**src/rtl/icb_uart_fifo_pkg.sv**
```systemverilog
// Shared definitions for the ICB UART: register offsets (addr[4:2]), field
// bit positions, FSM state encoding and the parity helper.
package icb_uart_fifo_pkg;
    localparam logic [2:0] A_TXDATA = 3'd0;
    localparam logic [2:0] A_RXDATA = 3'd1;
    localparam logic [2:0] A_CTRL   = 3'd2;
    localparam logic [2:0] A_DIV    = 3'd3;
    localparam logic [2:0] A_STATUS = 3'd4;
    localparam logic [2:0] A_IE     = 3'd5;

    localparam int C_BAUD_EN  = 0;
    localparam int C_TX_EN    = 1;
    localparam int C_RX_EN    = 2;
    localparam int C_PAR_EN   = 3;
    localparam int C_PAR_EVEN = 4;
    localparam int C_STOP2    = 5;

    // sticky index i lives at STATUS[4+i]
    localparam int S_RXOVF  = 0;
    localparam int S_PARERR = 1;
    localparam int S_FRMERR = 2;
    localparam int S_TXOVF  = 3;

    localparam int IE_TXWM = 0;
    localparam int IE_RXWM = 1;
    localparam int IE_ERR  = 2;

    typedef enum logic [2:0] {ST_IDLE, ST_START, ST_DATA, ST_PARITY, ST_STOP} uart_st_e;

    function automatic logic par_bit(input logic [7:0] d, input logic even);
        return even ? ^d : ~^d;
    endfunction
endpackage

```
**src/rtl/icb_uart_fifo_sync_fifo.sv**
```systemverilog
// Synchronous FIFO with count; a push into a full FIFO succeeds when a pop
// of a non-empty FIFO happens in the same cycle.
module uart_sync_fifo #(
    parameter int DEPTH = 8,
    parameter int WIDTH = 8
) (
    input  logic                     clk,
    input  logic                     rst_n,
    input  logic                     push,
    input  logic [WIDTH-1:0]         wdata,
    input  logic                     pop,
    output logic [WIDTH-1:0]         rdata,
    output logic                     full,
    output logic                     empty,
    output logic [$clog2(DEPTH):0]   count
);
    localparam int AW    = $clog2(DEPTH);
    localparam int CNT_W = AW + 1;

    logic [WIDTH-1:0] mem_q [DEPTH];
    logic [AW-1:0]    wr_ptr_q, wr_ptr_d, rd_ptr_q, rd_ptr_d;
    logic [CNT_W-1:0] cnt_q, cnt_d;
    logic             push_ok, pop_ok;

    assign empty   = (cnt_q == '0);
    assign full    = (cnt_q == CNT_W'(DEPTH));
    assign count   = cnt_q;
    assign rdata   = mem_q[rd_ptr_q];
    assign pop_ok  = pop & ~empty;
    assign push_ok = push & (~full | pop_ok);

    always_comb begin
        wr_ptr_d = wr_ptr_q + AW'(push_ok);
        rd_ptr_d = rd_ptr_q + AW'(pop_ok);
        cnt_d    = cnt_q + CNT_W'(push_ok) - CNT_W'(pop_ok);
    end

    always_ff @(posedge clk) begin
        if (push_ok) mem_q[wr_ptr_q] <= wdata;
    end

    always_ff @(posedge clk or negedge rst_n) begin
        if (!rst_n) begin
            wr_ptr_q <= '0;
            rd_ptr_q <= '0;
            cnt_q    <= '0;
        end else begin
            wr_ptr_q <= wr_ptr_d;
            rd_ptr_q <= rd_ptr_d;
            cnt_q    <= cnt_d;
        end
    end
endmodule

```
**src/rtl/icb_uart_fifo.sv**
```systemverilog
// ICB-attached UART with TX/RX FIFOs, 16x oversampled receive, sticky error
// flags and a maskable watermark/error interrupt.
module icb_uart_fifo
    import icb_uart_fifo_pkg::*;
#(
    parameter int          ADDR_W     = 32,
    parameter int          FIFO_DEPTH = 8,
    parameter int          DATA_BITS  = 8,
    parameter logic [15:0] DIV_RST    = 16'd53
) (
    input  logic              clk,
    input  logic              rst_n,
    input  logic              i_icb_cmd_valid,
    output logic              i_icb_cmd_ready,
    input  logic [ADDR_W-1:0] i_icb_cmd_addr,
    input  logic              i_icb_cmd_read,
    input  logic [31:0]       i_icb_cmd_wdata,
    output logic              i_icb_rsp_valid,
    input  logic              i_icb_rsp_ready,
    output logic [31:0]       i_icb_rsp_rdata,
    output logic              io_irq,
    output logic              io_txd,
    input  logic              io_rxd
);
    localparam int CNT_W = $clog2(FIFO_DEPTH) + 1;

    logic             rsp_valid_q, rsp_valid_d, irq_q, irq_d, txd_q, txd_d;
    logic [31:0]      rdata_q, rdata_d, status;
    logic [5:0]       ctrl_q, ctrl_d;
    logic [15:0]      div_q, div_d, tick_cnt_q, tick_cnt_d;
    logic [2:0]       ie_q, ie_d;
    logic [7:0]       tx_wm_q, tx_wm_d, rx_wm_q, rx_wm_d;
    logic [3:0]       sticky_q, sticky_d;
    logic [2:0]       sel, rx_sync_q, rx_sync_d;
    logic             acc, wr, rd, tick, rxd_s, rxd_prev;
    logic             tx_push, tx_pop, tx_full, tx_empty, rx_push, rx_pop, rx_full, rx_empty;
    logic             set_par, set_frm;
    logic [CNT_W-1:0] tx_cnt, rx_cnt;
    logic [DATA_BITS-1:0] tx_dout, rx_dout;

    uart_st_e             tx_st_q, tx_st_d, rx_st_q, rx_st_d;
    logic [3:0]           tx_ph_q, tx_ph_d, rx_ph_q, rx_ph_d;
    logic [2:0]           tx_bit_q, tx_bit_d, rx_bit_q, rx_bit_d;
    logic [DATA_BITS-1:0] tx_sh_q, tx_sh_d, rx_sh_q, rx_sh_d;
    logic                 tx_par_q, tx_par_d, tx_stop_q, tx_stop_d;

    logic unused_bits;
    assign unused_bits = ^{i_icb_cmd_addr[ADDR_W-1:5], i_icb_cmd_addr[1:0], i_icb_cmd_wdata[31:24]};

    assign sel      = i_icb_cmd_addr[4:2];
    assign acc      = i_icb_cmd_valid & ~rsp_valid_q;
    assign wr       = acc & ~i_icb_cmd_read;
    assign rd       = acc & i_icb_cmd_read;
    assign tx_push  = wr & (sel == A_TXDATA);
    assign rx_pop   = rd & (sel == A_RXDATA);
    assign rxd_s    = rx_sync_q[1];
    assign rxd_prev = rx_sync_q[2];
    assign tick     = ctrl_q[C_BAUD_EN] & (tick_cnt_q == div_q);

    assign i_icb_cmd_ready = ~rsp_valid_q;
    assign i_icb_rsp_valid = rsp_valid_q;
    assign i_icb_rsp_rdata = rdata_q;
    assign io_irq          = irq_q;
    assign io_txd          = txd_q;

    uart_sync_fifo #(.DEPTH(FIFO_DEPTH), .WIDTH(DATA_BITS)) u_tx_fifo (
        .clk(clk), .rst_n(rst_n), .push(tx_push), .wdata(i_icb_cmd_wdata[DATA_BITS-1:0]),
        .pop(tx_pop), .rdata(tx_dout), .full(tx_full), .empty(tx_empty), .count(tx_cnt));

    uart_sync_fifo #(.DEPTH(FIFO_DEPTH), .WIDTH(DATA_BITS)) u_rx_fifo (
        .clk(clk), .rst_n(rst_n), .push(rx_push), .wdata(rx_sh_q),
        .pop(rx_pop), .rdata(rx_dout), .full(rx_full), .empty(rx_empty), .count(rx_cnt));

    always_comb begin
        status                 = '0;
        status[3:0]            = {rx_full, rx_empty, tx_full, tx_empty};
        status[7:4]            = sticky_q;
        status[CNT_W+7:8]      = tx_cnt;
        status[CNT_W+15:16]    = rx_cnt;
    end

    // Register file and ICB response
    always_comb begin
        rsp_valid_d = rsp_valid_q;
        rdata_d     = rdata_q;
        ctrl_d      = ctrl_q;
        div_d       = div_q;
        ie_d        = ie_q;
        tx_wm_d     = tx_wm_q;
        rx_wm_d     = rx_wm_q;
        if (acc) rsp_valid_d = 1'b1;
        else if (i_icb_rsp_ready) rsp_valid_d = 1'b0;
        if (acc) rdata_d = '0;
        if (rd) begin
            case (sel)
                A_RXDATA: rdata_d = rx_empty ? 32'h8000_0000 : {24'b0, 8'(rx_dout)};
                A_CTRL:   rdata_d = {26'b0, ctrl_q};
                A_DIV:    rdata_d = {16'b0, div_q};
                A_STATUS: rdata_d = status;
                A_IE:     rdata_d = {8'b0, rx_wm_q, tx_wm_q, 5'b0, ie_q};
                default:  rdata_d = '0;
            endcase
        end
        if (wr) begin
            case (sel)
                A_CTRL:  ctrl_d = i_icb_cmd_wdata[5:0];
                A_DIV:   div_d  = i_icb_cmd_wdata[15:0];
                A_IE: begin
                    ie_d    = i_icb_cmd_wdata[2:0];
                    tx_wm_d = i_icb_cmd_wdata[15:8];
                    rx_wm_d = i_icb_cmd_wdata[23:16];
                end
                default: ;
            endcase
        end
        // W1C first, so a set event in the same cycle wins
        sticky_d = sticky_q & ~((wr && sel == A_STATUS) ? i_icb_cmd_wdata[7:4] : 4'b0);
        sticky_d[S_TXOVF]  = sticky_d[S_TXOVF]  | (tx_push & tx_full & ~(tx_pop & ~tx_empty));
        sticky_d[S_RXOVF]  = sticky_d[S_RXOVF]  | (rx_push & rx_full & ~(rx_pop & ~rx_empty));
        sticky_d[S_PARERR] = sticky_d[S_PARERR] | set_par;
        sticky_d[S_FRMERR] = sticky_d[S_FRMERR] | set_frm;
        irq_d = (ie_q[IE_TXWM] & (8'(tx_cnt) <= tx_wm_q))
              | (ie_q[IE_RXWM] & (8'(rx_cnt) >= rx_wm_q) & (rx_cnt != '0))
              | (ie_q[IE_ERR]  & (|sticky_q));
        tick_cnt_d = (!ctrl_q[C_BAUD_EN] || (wr && sel == A_DIV) || tick) ? 16'd0 : tick_cnt_q + 16'd1;
        rx_sync_d  = {rx_sync_q[1:0], io_rxd};
    end

    // TX FSM
    always_comb begin
        tx_st_d   = tx_st_q;
        tx_ph_d   = tx_ph_q;
        tx_bit_d  = tx_bit_q;
        tx_sh_d   = tx_sh_q;
        tx_par_d  = tx_par_q;
        tx_stop_d = tx_stop_q;
        tx_pop    = 1'b0;
        if (!ctrl_q[C_BAUD_EN]) begin
            tx_st_d = ST_IDLE;
            tx_ph_d = '0;
        end else if (tx_st_q == ST_IDLE) begin
            if (ctrl_q[C_TX_EN] && !tx_empty) begin
                tx_pop    = 1'b1;
                tx_sh_d   = tx_dout;
                tx_par_d  = par_bit(8'(tx_dout), ctrl_q[C_PAR_EVEN]);
                tx_st_d   = ST_START;
                tx_ph_d   = '0;
                tx_bit_d  = '0;
                tx_stop_d = 1'b0;
            end
        end else if (tick) begin
            tx_ph_d = tx_ph_q + 4'd1;
            if (tx_ph_q == 4'd15) begin
                case (tx_st_q)
                    ST_START:  tx_st_d = ST_DATA;
                    ST_DATA: begin
                        tx_sh_d  = tx_sh_q >> 1;
                        tx_bit_d = tx_bit_q + 3'd1;
                        if (tx_bit_q == 3'(DATA_BITS-1))
                            tx_st_d = ctrl_q[C_PAR_EN] ? ST_PARITY : ST_STOP;
                    end
                    ST_PARITY: tx_st_d = ST_STOP;
                    ST_STOP: begin
                        tx_stop_d = 1'b1;
                        if (!ctrl_q[C_STOP2] || tx_stop_q) tx_st_d = ST_IDLE;
                    end
                    default:   tx_st_d = ST_IDLE;
                endcase
            end
        end
        case (tx_st_d)
            ST_START:  txd_d = 1'b0;
            ST_DATA:   txd_d = tx_sh_d[0];
            ST_PARITY: txd_d = tx_par_d;
            default:   txd_d = 1'b1;
        endcase
    end

    // RX FSM: bits sampled at phase 7, bit boundaries at phase 15
    always_comb begin
        rx_st_d  = rx_st_q;
        rx_ph_d  = rx_ph_q;
        rx_bit_d = rx_bit_q;
        rx_sh_d  = rx_sh_q;
        rx_push  = 1'b0;
        set_par  = 1'b0;
        set_frm  = 1'b0;
        if (!ctrl_q[C_BAUD_EN] || !ctrl_q[C_RX_EN]) begin
            rx_st_d = ST_IDLE;
            rx_ph_d = '0;
        end else if (rx_st_q == ST_IDLE) begin
            if (rxd_prev && !rxd_s) begin
                rx_st_d  = ST_START;
                rx_ph_d  = '0;
                rx_bit_d = '0;
            end
        end else if (tick) begin
            rx_ph_d = rx_ph_q + 4'd1;
            if (rx_ph_q == 4'd7) begin
                case (rx_st_q)
                    ST_START:  if (rxd_s) rx_st_d = ST_IDLE;
                    ST_DATA:   rx_sh_d = {rxd_s, rx_sh_q[DATA_BITS-1:1]};
                    ST_PARITY: set_par = (rxd_s != par_bit(8'(rx_sh_q), ctrl_q[C_PAR_EVEN]));
                    ST_STOP: begin
                        rx_st_d = ST_IDLE;
                        set_frm = ~rxd_s;
                        rx_push = rxd_s;
                    end
                    default: ;
                endcase
            end else if (rx_ph_q == 4'd15) begin
                case (rx_st_q)
                    ST_START:  rx_st_d = ST_DATA;
                    ST_DATA: begin
                        rx_bit_d = rx_bit_q + 3'd1;
                        if (rx_bit_q == 3'(DATA_BITS-1))
                            rx_st_d = ctrl_q[C_PAR_EN] ? ST_PARITY : ST_STOP;
                    end
                    ST_PARITY: rx_st_d = ST_STOP;
                    default: ;
                endcase
            end
        end
    end

    always_ff @(posedge clk or negedge rst_n) begin
        if (!rst_n) begin
            rsp_valid_q <= 1'b0;
            rdata_q     <= '0;
            ctrl_q      <= '0;
            div_q       <= DIV_RST;
            ie_q        <= '0;
            tx_wm_q     <= '0;
            rx_wm_q     <= '0;
            sticky_q    <= '0;
            irq_q       <= 1'b0;
            txd_q       <= 1'b1;
            tick_cnt_q  <= '0;
            rx_sync_q   <= 3'b111;
            tx_st_q     <= ST_IDLE;
            tx_ph_q     <= '0;
            tx_bit_q    <= '0;
            tx_sh_q     <= '0;
            tx_par_q    <= 1'b0;
            tx_stop_q   <= 1'b0;
            rx_st_q     <= ST_IDLE;
            rx_ph_q     <= '0;
            rx_bit_q    <= '0;
            rx_sh_q     <= '0;
        end else begin
            rsp_valid_q <= rsp_valid_d;
            rdata_q     <= rdata_d;
            ctrl_q      <= ctrl_d;
            div_q       <= div_d;
            ie_q        <= ie_d;
            tx_wm_q     <= tx_wm_d;
            rx_wm_q     <= rx_wm_d;
            sticky_q    <= sticky_d;
            irq_q       <= irq_d;
            txd_q       <= txd_d;
            tick_cnt_q  <= tick_cnt_d;
            rx_sync_q   <= rx_sync_d;
            tx_st_q     <= tx_st_d;
            tx_ph_q     <= tx_ph_d;
            tx_bit_q    <= tx_bit_d;
            tx_sh_q     <= tx_sh_d;
            tx_par_q    <= tx_par_d;
            tx_stop_q   <= tx_stop_d;
            rx_st_q     <= rx_st_d;
            rx_ph_q     <= rx_ph_d;
            rx_bit_q    <= rx_bit_d;
            rx_sh_q     <= rx_sh_d;
        end
    end
endmodule

```
**config.mk**
```make
export PLATFORM = sky130hd
export DESIGN_NAME = icb_uart_fifo
export DESIGN_NICKNAME = d
export VERILOG_FILES = /design/src/rtl/icb_uart_fifo_pkg.sv /design/src/rtl/icb_uart_fifo_sync_fifo.sv /design/src/rtl/icb_uart_fifo.sv
export SDC_FILE = /design/constraint.sdc
export NUM_CORES = 1
export LEC_CHECK = 0
export CORE_MARGIN = 1
export CORE_UTILIZATION = 43
export CTS_BUF_LIST = sky130_fd_sc_hd__clkbuf_8 sky130_fd_sc_hd__clkbuf_16
export DETAILED_ROUTE_END_ITERATION = 10
export PLACE_DENSITY = 0.72
export SLEW_MARGIN = 40
export SYNTH_ARGS = -nofsm -noshare
export SYNTH_HDL_FRONTEND = slang
export SYNTH_SLANG_ARGS = --single-unit
```
**constraint.sdc**
```tcl
create_clock -name clk -period 5.8 [get_ports clk]
set_input_delay 1.16 -clock clk [delete_from_list [all_inputs] [get_ports clk]]
set_output_delay 1.16 -clock clk [all_outputs]
set_load 0.01 [all_outputs]
```
* Word level (Yosys, flattened, before mapping) *
Memories as Yosys holds them, arrays and structs flattened.
Cells that the tools add are included.

word-level totals
  bits in registers = 157
  latch bits = 0
  memory bits (writable) = 128
  memory bits (read-only) = 0
  input port bits = 70
  output and inout bits = 36
  logic and storage cells = 250
  memories = 2

memory list
  name             depth  bits a word  rd ports  clocked after memory_dff  write ports  RTL line                       text
  u_rx_fifo.mem_q  8      8            1         0                         1            icb_uart_fifo_sync_fifo.sv:20  logic [WIDTH-1:0] mem_q [DEPTH];
  u_tx_fifo.mem_q  8      8            1         0                         1            icb_uart_fifo_sync_fifo.sv:20

cells by class
  add/subtract/negate cells = 13
  multiply operators = 0
  divide/modulo/power cells = 0
  magnitude comparators = 2
  equality and inequality tests = 34
  shifts and indexed selects = 0
  muxes and demuxes = 85
  bitwise logic cells = 39
  reduce and logical (&&, ||, !) cells = 46

operators with widths
  kind                                            count
  case mux 32 bit (5 select lines)                1
  two-way mux 32 bit                              3
  two-way mux 3 bit                               27
  two-way mux 8 bit                               5
  two-way mux 4 bit                               9
  two-way mux 1 bit                               35
  == test 3 x 2 -> 1 bit (second input constant)  8
  AND 1 bit                                       18
  == test 3 bit (second input constant)           6
  nonzero test 2 bit                              9
  adder 16 x 1 -> 16 bit (second input constant)  1
  == test 16 bit                                  1
  == test 4 bit (second input constant)           4
  two-way mux 16 bit                              1
  XNOR reduction 8 bit                            2
  parity 8 bit                                    2
  AND reduction 5 bit                             3
  adder 3 x 1 -> 3 bit                            4
  == test 3 x 1 -> 1 bit (second input constant)  4
  case mux 3 bit (4 select lines)                 1
  inverter 1 bit                                  11
  != test 5 bit (second input constant)           2
  AND reduction 2 bit                             5
  logical NOT 3 bit                               3
  other kinds (29)                                54

* Depth between registers and ports, before layout *
Gate-level depths: netlist (run 1).

  depth after elaboration = 11
  depth in mapped cells = 11
  mapped depth without buffers = 11

* By module *
Synthesis (run 1) repeated with hierarchy kept, for this count alone.

second synthesis, totals
  cell total of the unflattened synthesis = 928
  area, all modules = 12705.9 µm²

modules (own cells, without submodules)
  module          instances  cells each  area each (µm²)  sequential area each (µm²)
  icb_uart_fifo   1          640         6592.6           3263.1
  uart_sync_fifo  2          144         3056.7           2172.1

* Least setup slack after synthesis (run 1) *
Ideal clock, no wire load.

  path type = input-to-reg
  from = in i_icb_cmd_addr[2]
  to = mem u_rx_fifo.mem_q[0][0] (enable)
  setup time = 0.383 ns
  arrival = 2.979 ns
  data required time = 5.417 ns
  path slack = 2.438 ns
  stages = 6
  path buffers = 1
  cell sequence = clkbuf_1 -> nand3_1 -> o311a_1 -> nor3_2 -> nand2b_1 -> nor3_1

between the ends
  word-level cells in the longest chain between the ends = 7

RTL lines
  item                                     RTL line                       text
  start: declaration                       icb_uart_fifo.sv:15            input logic [ADDR_W-1:0] i_icb_cmd_addr,
  == test 3 x 1 -> 1 bit                   icb_uart_fifo.sv:55            assign rx_pop = rd & (sel == A_RXDATA);
  AND 1 bit                                icb_uart_fifo.sv:55
  AND 1 bit                                icb_uart_fifo_sync_fifo.sv:29  assign pop_ok = pop & ~empty;
  OR 1 bit                                 icb_uart_fifo_sync_fifo.sv:30  assign push_ok = push & (~full | pop_ok);
  AND 1 bit                                icb_uart_fifo_sync_fifo.sv:30
  two-way mux 1 bit                        icb_uart_fifo_sync_fifo.sv:39  if (push_ok) mem_q[wr_ptr_q] <= wdata;
  two-way mux 1 bit (not written as such)  icb_uart_fifo_sync_fifo.sv:39
  end: declaration                         icb_uart_fifo_sync_fifo.sv:20

Every way passes these cells.

* Final worst setup path (run 1) *
  from = reg tick_cnt_q[1]
  to = mem u_rx_fifo.mem_q[2][6] (enable)

between the ends
  word-level cells in the longest chain between the ends = 8

RTL lines
  item                                     RTL line                       text
  start: declaration                       icb_uart_fifo.sv:30            logic [15:0] div_q, div_d, tick_cnt_q, tick_cnt_d;
  start signal: assignment                 icb_uart_fifo.sv:261           tick_cnt_q <= tick_cnt_d;
  == test 16 bit                           icb_uart_fifo.sv:58            assign tick = ctrl_q[C_BAUD_EN] & (tick_cnt_q == div_q);
  AND 1 bit                                icb_uart_fifo.sv:58
  two-way mux 1 bit                        icb_uart_fifo.sv:197           end else if (tick) begin
  two-way mux 1 bit                        icb_uart_fifo.sv:191           end else if (rx_st_q == ST_IDLE) begin
  two-way mux 1 bit                        icb_uart_fifo.sv:188           if (!ctrl_q[C_BAUD_EN] || !ctrl_q[C_RX_EN]) begin
  AND 1 bit                                icb_uart_fifo_sync_fifo.sv:30
  two-way mux 1 bit                        icb_uart_fifo_sync_fifo.sv:39
  two-way mux 1 bit (not written as such)  icb_uart_fifo_sync_fifo.sv:39

Every way passes these cells.

==> flow_metrics.py, run 1 <==
metrics = {
    "sta": {
        "worst_pin_slew_ps": 799,
        "fin_skew_ps": 18.1,
        "fin_tns_setup_ps": 0,
        "final-setup-viol-count": 0,
        "grt_setup_unrepaired": "false",
        "finalHoldViolCount": 0,
        "fin_crit_sh": 0.695,
        "max_slew_margin": 0.465,
        "maxSlewViolCount": 0,
        "finalCriticalPeriod_ps": 4030,
        "timing.fmax_ghz": 0.248,
    },
    "floorplan": {
        "die_height_um": 172,
        "row_count": 61,
        "initial_core_util": 0.443,
        "ios": 106,
        "die-area_um2": 29700,
        "die_w_um": 172,
        "fp.coreArea_um2": 28200,
    },
    "final_layout": {
        "diodes": 0,
        "syn_to_final_growth_pct": 16.0,
        "layout.nets": 1103,
        "final_area_um2": 14500,
        "fin_util": 0.514,
        "drive_above_1_share": 0.152,
        "final_common_cell": "dfrtp_1",
        "layout_common_cells": "dfrtp_1 (141), edfxtp_1 (128), nand2_1 (70)",
    },
    "clock_network": {
        "cts_tree": "built",
        "clock_latency_ps": 540,
        "post_cts_buffers": 0,
        "clock_path_buffers": 3,
        "ctsResizeCount": 0,
        "htree_num_levels": 1,
        "clockRootBuffer": "clkbuf_16",
        "cts_sinks": 278,
        "cts_buffers": 29,
        "holdBufCountCts": 0,
        "path_clk_slew_ps": 60,
    },
    "global_route": {
        "grt_pass1_vias": 7640,
        "track_usage": 0.185,
        "grt_max_degree": 85,
        "grt_pass1_wl_um": 42500,
        "grt_overflow": 0,
        "antenna_found_initial": 0,
    },
    "route": {
        "via_per_inst": 5.45,
        "drc": 0,
        "avgRoutedWirePerCell_um": 18.9,
        "drt-initial-drc-count": 740,
        "postRouteAntennaNets": 0,
        "wl_um": 26400,
        "via_count": 7609,
        "first_pass_iters": 5,
    },
    "synthesis": {
        "syn_inst": 925,
        "synthDistinctLibCells": 60,
        "syn-cell-area_um2": 12500,
        "synth_edf_count": 128,
        "ys_seq_elements": 278,
        "synthArstFlopShare": 0.540,
        "avgSynthCellArea_um2": 13.5,
        "ys_seq_area_frac": 0.610,
        "yosysWarnings": 0,
        "synthFlopType": "dfrtp_1",
    },
    "hold_path": {
        "whs_endpoint": "rx_sync_q[1]",
        "holdCritPathClass": "reg -> reg",
        "holdPathStages": 0,
        "hp-start": "rx_sync_q[0]",
    },
    "setup_path": {
        "worstPathRequired_ps": 5950,
        "critPathArrivalTime_ps": 4180,
        "crit_path_start_kind": "register",
        "crit_path_end_kind": "register",
        "cp_max_fo": 12,
        "criticalPathCategory": "reg -> reg",
        "rrSetupSlack_ps": 1770,
        "r2r-end": "u_rx_fifo.mem_q[2][6]",
        "reg2reg_depth": 7,
        "timing.rr.start": "tick_cnt_q[1]",
    },
    "pwr": {
        "p_leak_nw": 5.76,
        "peakVddDrop_v": 0.000247,
        "pwr_density_cell_nw_per_um2": 393,
    },
    "placed_design": {
        "dpl-instance-area_um2": 13500,
        "dp_hpwl_um": 18100,
        "io_buffers": 61,
        "routabilityCongestion": 0.810,
    },
    "run_status": {
        "status": "finished, final reports clean",
    },
    "job": {
        "cap_viol_max_count": 0,
    },
}
## synth_stat cells, drive strengths merged (16+ instances only)
library cell,n,share of area
nor3,16,0.0068
xor2,29,0.020
edfxtp,128,0.31
nand3,20,0.0080
ha,35,0.035
mux2,53,0.048
dfrtp,142,0.28
xnor2,27,0.019
nor2,69,0.021
clkbuf,26,0.0078
a21oi,24,0.0096
inv,37,0.011
o21ai,34,0.014
nand2,71,0.021
buf,16,0.0097
mux2i,43,0.035
mux4,28,0.051
## area by class of cell
class | instances | area, um^2
clock buffer | 29 | 726
fill | 2357 | 13700
sequential | 278 | 7610
timing repair buffer | 76 | 727
inverter | 38 | 143
multi-input combinational | 573 | 4540
clock inverter | 25 | 253
tap | 378 | 473
## worst max-delay path, cell delays in order (launching register included)
cell      delay, ps
dfrtp_1         450
xor2_1          180
nor4_1          490
nand4_1         620
or3_1           610
nor3_2          430
nand2b_1        190
nor2_1          660
## cell families (layout without fill, tap and decap cells)
group           after synthesis  after routing  share of synthesized area
compound gates              118            118                     0.0626
other cells                   1              7                   0.000301
fa+ha+maj                    37             37                     0.0383
buf+inv                      80            168                     0.0290
xor+xnor                     56             56                     0.0393
flops                       278            278                      0.610
simple gates                231            231                     0.0876
mux                         124            124                      0.133
## state kept, by name, summed over array words and instances (netlist names), 6 cells and up
| name | count |
|---|---|
| u_tx_fifo.mem_q | 64 |
| tx_sh_q | 8 |
| u_rx_fifo.mem_q | 64 |
| rx_wm_q | 8 |
| tx_wm_q | 8 |
| ctrl_q | 6 |
| i_icb_rsp_rdata | 25 |
| tick_cnt_q | 16 |
| rx_sh_q | 8 |
| div_q | 16 |
## report_power, final
| group | total, mW | internal, mW | switching (mW) |
|---|---|---|---|
| Combinational | 1.26 | 0.652 | 0.605 |
| Clock | 1.89 | 1.13 | 0.756 |
| Sequential | 2.53 | 2.25 | 0.277 |
## worst max-delay path by stage
stage | startpoint | end | slack, ps
floorplan | i_icb_cmd_addr[2] | u_rx_fifo.mem_q[0][0] | 2440
global placement | i_icb_cmd_addr[2] | u_rx_fifo.mem_q[5][6] | 1390
detailed placement | i_icb_cmd_addr[2] | u_rx_fifo.mem_q[5][7] | 1350
CTS | tick_cnt_q[1] | u_rx_fifo.mem_q[2][6] | 1780
global route | tick_cnt_q[1] | u_rx_fifo.mem_q[2][6] | 1570
finish | tick_cnt_q[1] | u_rx_fifo.mem_q[2][6] | 1770
## per-stage QoR
stage                     power (mW)  std cells  setup WS (ps)  hold slack [ps]
after floorplan                 3.45        931           2440              345
after global placement          3.78       1342           1390              346
after detailed placement        3.82       1342           1350              350
after CTS                       5.72       1396           1780              357
after global routing            5.96       1397           1570              361
final                           5.68       1397           1770              357
## routing by layer
metal	vias to the layer above	global-route usage	part of all wire
li1	3525	-	-
met1	3876	0.266	0.47
met2	172	0.299	0.48
met3	36	0.0245	0.041
met4	0	0.0427	0.016
met5	-	0	0
(Power assumes the default switching activity.)
==> inputs of run 2 (changes only) <==
Settings changed: PLACE_DENSITY 0.72 to 0.75.
Clock period 5.8 ns to 3.41 ns, I/O delays scaled along.
==> flow_metrics.py, run 2 (synthesis results as in run 1) <==
metrics = {
    "global_route": {
        "grt_max_degree": 69,
        "antenna_found_initial": 0,
        "grt_pass1_wl_um": 44100,
        "grt_overflow": 0,
        "grt_pass1_vias": 7961,
        "track_usage": 0.195,
    },
    "route": {
        "postRouteAntennaNets": 0,
        "wl_um": 27700,
        "avgRoutedWirePerCell_um": 19.5,
        "drc": 0,
        "drt-initial-drc-count": 679,
        "via_count": 7829,
        "via_per_inst": 5.51,
        "first_pass_iters": 6,
    },
    "clock_network": {
        "ctsResizeCount": 0,
        "holdBufCountCts": 0,
        "path_clk_slew_ps": 60,
        "post_cts_buffers": 0,
        "htree_num_levels": 1,
        "cts_sinks": 278,
        "clockRootBuffer": "clkbuf_16",
        "clock_latency_ps": 570,
        "clock_path_buffers": 3,
        "cts_tree": "built",
        "cts_buffers": 29,
    },
    "setup_path": {
        "r2r-end": "u_rx_fifo.mem_q[0][2]",
        "timing.rr.start": "div_q[2]",
        "worstPathRequired_ps": 3640,
        "cp_cell_sequence": "xor2_1, nor4_1, nand4_1, or3_1, nor3_2, nand2b_1, nor3_1, buf_4",
        "critPathArrivalTime_ps": 3410,
        "cp_max_fo": 8,
        "rrSetupSlack_ps": 240,
        "crit_path_start_kind": "register",
        "criticalPathCategory": "reg -> reg",
        "crit_path_end_kind": "register",
        "crit_path_max_incr_delay_ps": 580,
        "crit_path_top_delay_cell": "dfstp_2",
        "reg2reg_depth": 8,
    },
    "floorplan": {
        "die_w_um": 172,
        "ios": 106,
        "row_count": 61,
        "die_height_um": 172,
        "fp.coreArea_um2": 28200,
        "die-area_um2": 29700,
        "initial_core_util": 0.443,
    },
    "sta": {
        "maxSlewViolCount": 0,
        "fin_skew_ps": 40.8,
        "worst_pin_slew_ps": 769,
        "fin_crit_sh": 0.931,
        "final-setup-viol-count": 0,
        "finalCriticalPeriod_ps": 3170,
        "finalHoldViolCount": 0,
        "max_slew_margin": 0.488,
        "grt_setup_unrepaired": "false",
        "hold_slack_ps": 137,
        "timing.fmax_ghz": 0.315,
        "fin_tns_setup_ps": 0,
    },
    "pwr": {
        "power_frac_seq": 0.443,
        "p_int_mw": 6.78,
        "switchingPower_mw": 2.82,
        "switching_share": 0.294,
        "p_leak_nw": 5.89,
        "combPwrFrac": 0.235,
        "peakVddDrop_v": 0.000383,
        "clkPwrFrac": 0.322,
        "pwr_density_cell_nw_per_um2": 656,
    },
    "final_layout": {
        "syn_to_final_growth_pct": 17.3,
        "layout.nets": 1128,
        "final_area_um2": 14600,
        "drive_above_1_share": 0.170,
        "diodes": 0,
        "final_common_cell": "dfrtp_1",
        "layout_common_cells": "dfrtp_1 (142), edfxtp_1 (128), nand2_1 (71)",
    },
    "placed_design": {
        "io_buffers": 61,
        "dp_hpwl_um": 19000,
        "routabilityCongestion": 0.848,
        "dpl-instance-area_um2": 13700,
    },
    "hold_path": {
        "holdCritPathClass": "in -> async",
    },
    "run_status": {
        "status": "finished, final reports clean",
    },
    "job": {
        "cap_viol_max_count": 0,
    },
}
-- run 2: cell types whose count changed in the layout (fill, tap and decap cells not counted), moves of 2 or more --
cell       delta
bufinv_16     -3
clkinv_1      -4
inv_1         +4
buf_4        +24
clkbuf_8      +2
inv_6         -2
-- run 2: how the worst max path moves through the flow --
stage               cells after the start               endpoint  slack [ps]              start
floorplan                               6  u_rx_fifo.mem_q[0][0]         530  i_icb_cmd_addr[2]
global placement                        8  u_rx_fifo.mem_q[0][7]         150  i_icb_cmd_addr[3]
detailed placement                      8  u_rx_fifo.mem_q[0][0]          90  i_icb_cmd_addr[3]
CTS                                     8  u_rx_fifo.mem_q[0][2]         280     tick_cnt_q[12]
global route                            8  u_rx_fifo.mem_q[0][2]           9     tick_cnt_q[12]
finish                                  8  u_rx_fifo.mem_q[0][2]         240           div_q[2]
-- run 2: critical path, delay by kind of cell, from the launching register on --
family	cells	cell delay, ps
xor gates and xnor gates	1	70
buffers and inverters	1	220
DFF	1	580
and+or+nand+nor	6	1970
-- run 2: power by group through the flow --
stage	Combinational, mW	Clock (mW)	Sequential, mW
2_1_floorplan	1.76	0	4.11
3_3_place_gp	2.16	0	4.29
3_5_place_dp	2.24	0	4.31
4_1_cts	2.27	3.16	4.25
5_1_grt	2.49	3.27	4.30
6_report	2.25	3.09	4.25
-- run 2: metal layers --
layer  global-route usage  vias up  share of wire
li1                     -     3577              -
met1                0.261     3985           0.43
met2                0.336      230           0.50
met3               0.0304       37          0.052
met4               0.0423        0          0.014
met5                    0        -              0
-- run 2: stage by stage --
stage | power (mW) | utilization | setup WS (ps) | instances
floorplan | 5.86 | - | 526 | 931
global placement | 6.46 | 0.486 | 154 | 1368
detailed placement | 6.54 | 0.486 | 93.3 | 1368
CTS | 9.68 | 0.520 | 285 | 1422
global route | 10.1 | 0.520 | 8.79 | 1422
finish | 9.60 | 0.520 | 236 | 1422
-- run 2: area by class of cell --
cell class                      count  area, um^2
Clock inverter                     21         164
Fill cell                        2318       13500
Timing Repair Buffer              101         925
Inverter                           38         143
Multi-Input combinational cell    573        4530
Tap cell                          378         473
Sequential cell                   278        7610
Clock buffer                       33         792
==> inputs of run 3 (changes only) <==
Settings changed: CTS_CLUSTER_DIAMETER set to 40.
==> flow_metrics.py, run 3 (synthesis results as in run 1) <==
metrics = {
    "sta": {
        "finalCriticalPeriod_ps": 3110,
        "worst_pin_slew_ps": 783,
        "fin_tns_setup_ps": 0,
        "hold_slack_ps": 177,
        "maxSlewViolCount": 0,
        "final-setup-viol-count": 0,
        "fin_skew_ps": 26.2,
        "fin_crit_sh": 0.913,
        "grt_setup_unrepaired": "false",
        "max_slew_margin": 0.478,
        "finalHoldViolCount": 0,
        "timing.fmax_ghz": 0.321,
    },
    "job": {
        "cap_viol_max_count": 0,
    },
    "floorplan": {
        "die_w_um": 172,
        "ios": 106,
        "fp.coreArea_um2": 28200,
        "die_height_um": 172,
        "row_count": 61,
        "initial_core_util": 0.443,
        "die-area_um2": 29700,
    },
    "setup_path": {
        "r2r-end": "u_rx_fifo.mem_q[1][4]",
        "cp_max_fo": 8,
        "rrSetupSlack_ps": 300,
        "crit_path_end_kind": "register",
        "criticalPathCategory": "reg -> reg",
        "reg2reg_depth": 8,
        "crit_path_start_kind": "register",
        "timing.rr.start": "div_q[2]",
        "critPathArrivalTime_ps": 3310,
        "worstPathRequired_ps": 3610,
    },
    "pwr": {
        "p_leak_nw": 6.01,
        "peakVddDrop_v": 0.000386,
        "pwr_density_cell_nw_per_um2": 689,
        "total_power_mw": 10.3,
    },
    "clock_network": {
        "clock_latency_ps": 520,
        "path_clk_slew_ps": 60,
        "cts_sinks": 278,
        "htree_num_levels": 2,
        "clock_path_buffers": 3,
        "holdBufCountCts": 0,
        "clockRootBuffer": "clkbuf_16",
        "cts_tree": "built",
        "cts_buffers": 36,
        "post_cts_buffers": 0,
    },
    "route": {
        "via_count": 7842,
        "postRouteAntennaNets": 0,
        "top_layer": "met4",
        "avgRoutedWirePerCell_um": 19.3,
        "via_per_inst": 5.47,
        "wl_um": 27700,
        "first_pass_iters": 5,
        "drt-initial-drc-count": 616,
        "route.met3.wl_um": 1270,
        "wl_met1_um": 12400,
        "met2_length_um": 13400,
        "drc": 0,
    },
    "placed_design": {
        "dp_hpwl_um": 19000,
        "io_buffers": 61,
        "dpl-instance-area_um2": 13700,
        "routabilityCongestion": 0.848,
    },
    "global_route": {
        "grt_pass1_vias": 8108,
        "antenna_found_initial": 0,
        "grt_max_degree": 69,
        "grt_overflow": 0,
        "track_usage": 0.197,
        "grt_pass1_wl_um": 44300,
    },
    "hold_path": {
        "holdCritPathClass": "in -> async",
    },
    "final_layout": {
        "layout.nets": 1135,
        "drive_above_1_share": 0.186,
        "final_common_cell": "dfrtp_1",
        "final_area_um2": 14900,
        "regArea_um2": 7610,
        "fillers": 2289,
        "layout_common_cells": "dfrtp_1 (142), edfxtp_1 (128), nand2_1 (71)",
        "diodes": 0,
        "multiInputGateArea_um2": 4540,
        "fin_util": 0.529,
        "syn_to_final_growth_pct": 19.6,
    },
    "run_status": {
        "status": "finished, final reports clean",
    },
}
==> run 3: cell types whose count changed in the layout (fill, tap and decap cells not counted), sizes merged <==
cell      previous run  this run
inv                 51        49
clkinvlp             2         1
clkbuf              33        41
clkinv               4        11
==> run 3: worst max path at each step <==
stage / startpoint / end / slack (ps) / depth (start not counted)
6_report: div_q[2] / u_rx_fifo.mem_q[1][4] / 300 / 8
4_1_cts: div_q[2] / u_rx_fifo.mem_q[1][4] / 200 / 8
3_5_place_dp: i_icb_cmd_addr[3] / u_rx_fifo.mem_q[0][0] / 90 / 8
3_3_place_gp: i_icb_cmd_addr[3] / u_rx_fifo.mem_q[0][7] / 150 / 8
5_1_grt: div_q[2] / u_rx_fifo.mem_q[0][2] / 110 / 8
2_1_floorplan: i_icb_cmd_addr[2] / u_rx_fifo.mem_q[0][0] / 530 / 6
==> run 3: where the power goes <==
group / switching [mW] / internal [mW]
sequential: 0.414 / 3.84
clock: 1.47 / 2.30
combinational: 1.13 / 1.13
total: 3.01 / 7.27
==> run 3: area by class of cell <==
type                       count  area share
clock inverter                25      0.0150
inverter                      38     0.00957
timing repair buffer         101      0.0620
multi-input combinational    573       0.304
tap                          378      0.0317
clock buffer                  41      0.0673
sequential                   278       0.510
==> run 3: critical path, cell delays in order, from the launching register on <==
cell     delay [ps]
dfstp_2         580
xor2_1           70
nor4_1          480
nand4_1         260
or3_1           490
nor3_4          360
nand2_1         170
nor3_1          160
buf_4           220
==> run 3: layer usage <==
layer | vias to the layer above | global-route usage
met5 | - | 0
met4 | 0 | 0.0677
met3 | 56 | 0.0309
met2 | 193 | 0.328
met1 | 3994 | 0.261
li1 | 3599 | -
==> run 3: what timing repair did <==
action | CTS | global route
endpoints found under the setup margin | 0 | 8
gates resized for setup | 0 | 1
hold endpoints to repair | 0 | 0
==> run 3: metrics by stage <==
step | instances | setup WS [ps]
2_1_floorplan | 931 | 526
3_3_place_gp | 1368 | 154
3_5_place_dp | 1368 | 93.3
4_1_cts | 1434 | 199
5_1_grt | 1434 | 111
6_report | 1434 | 296
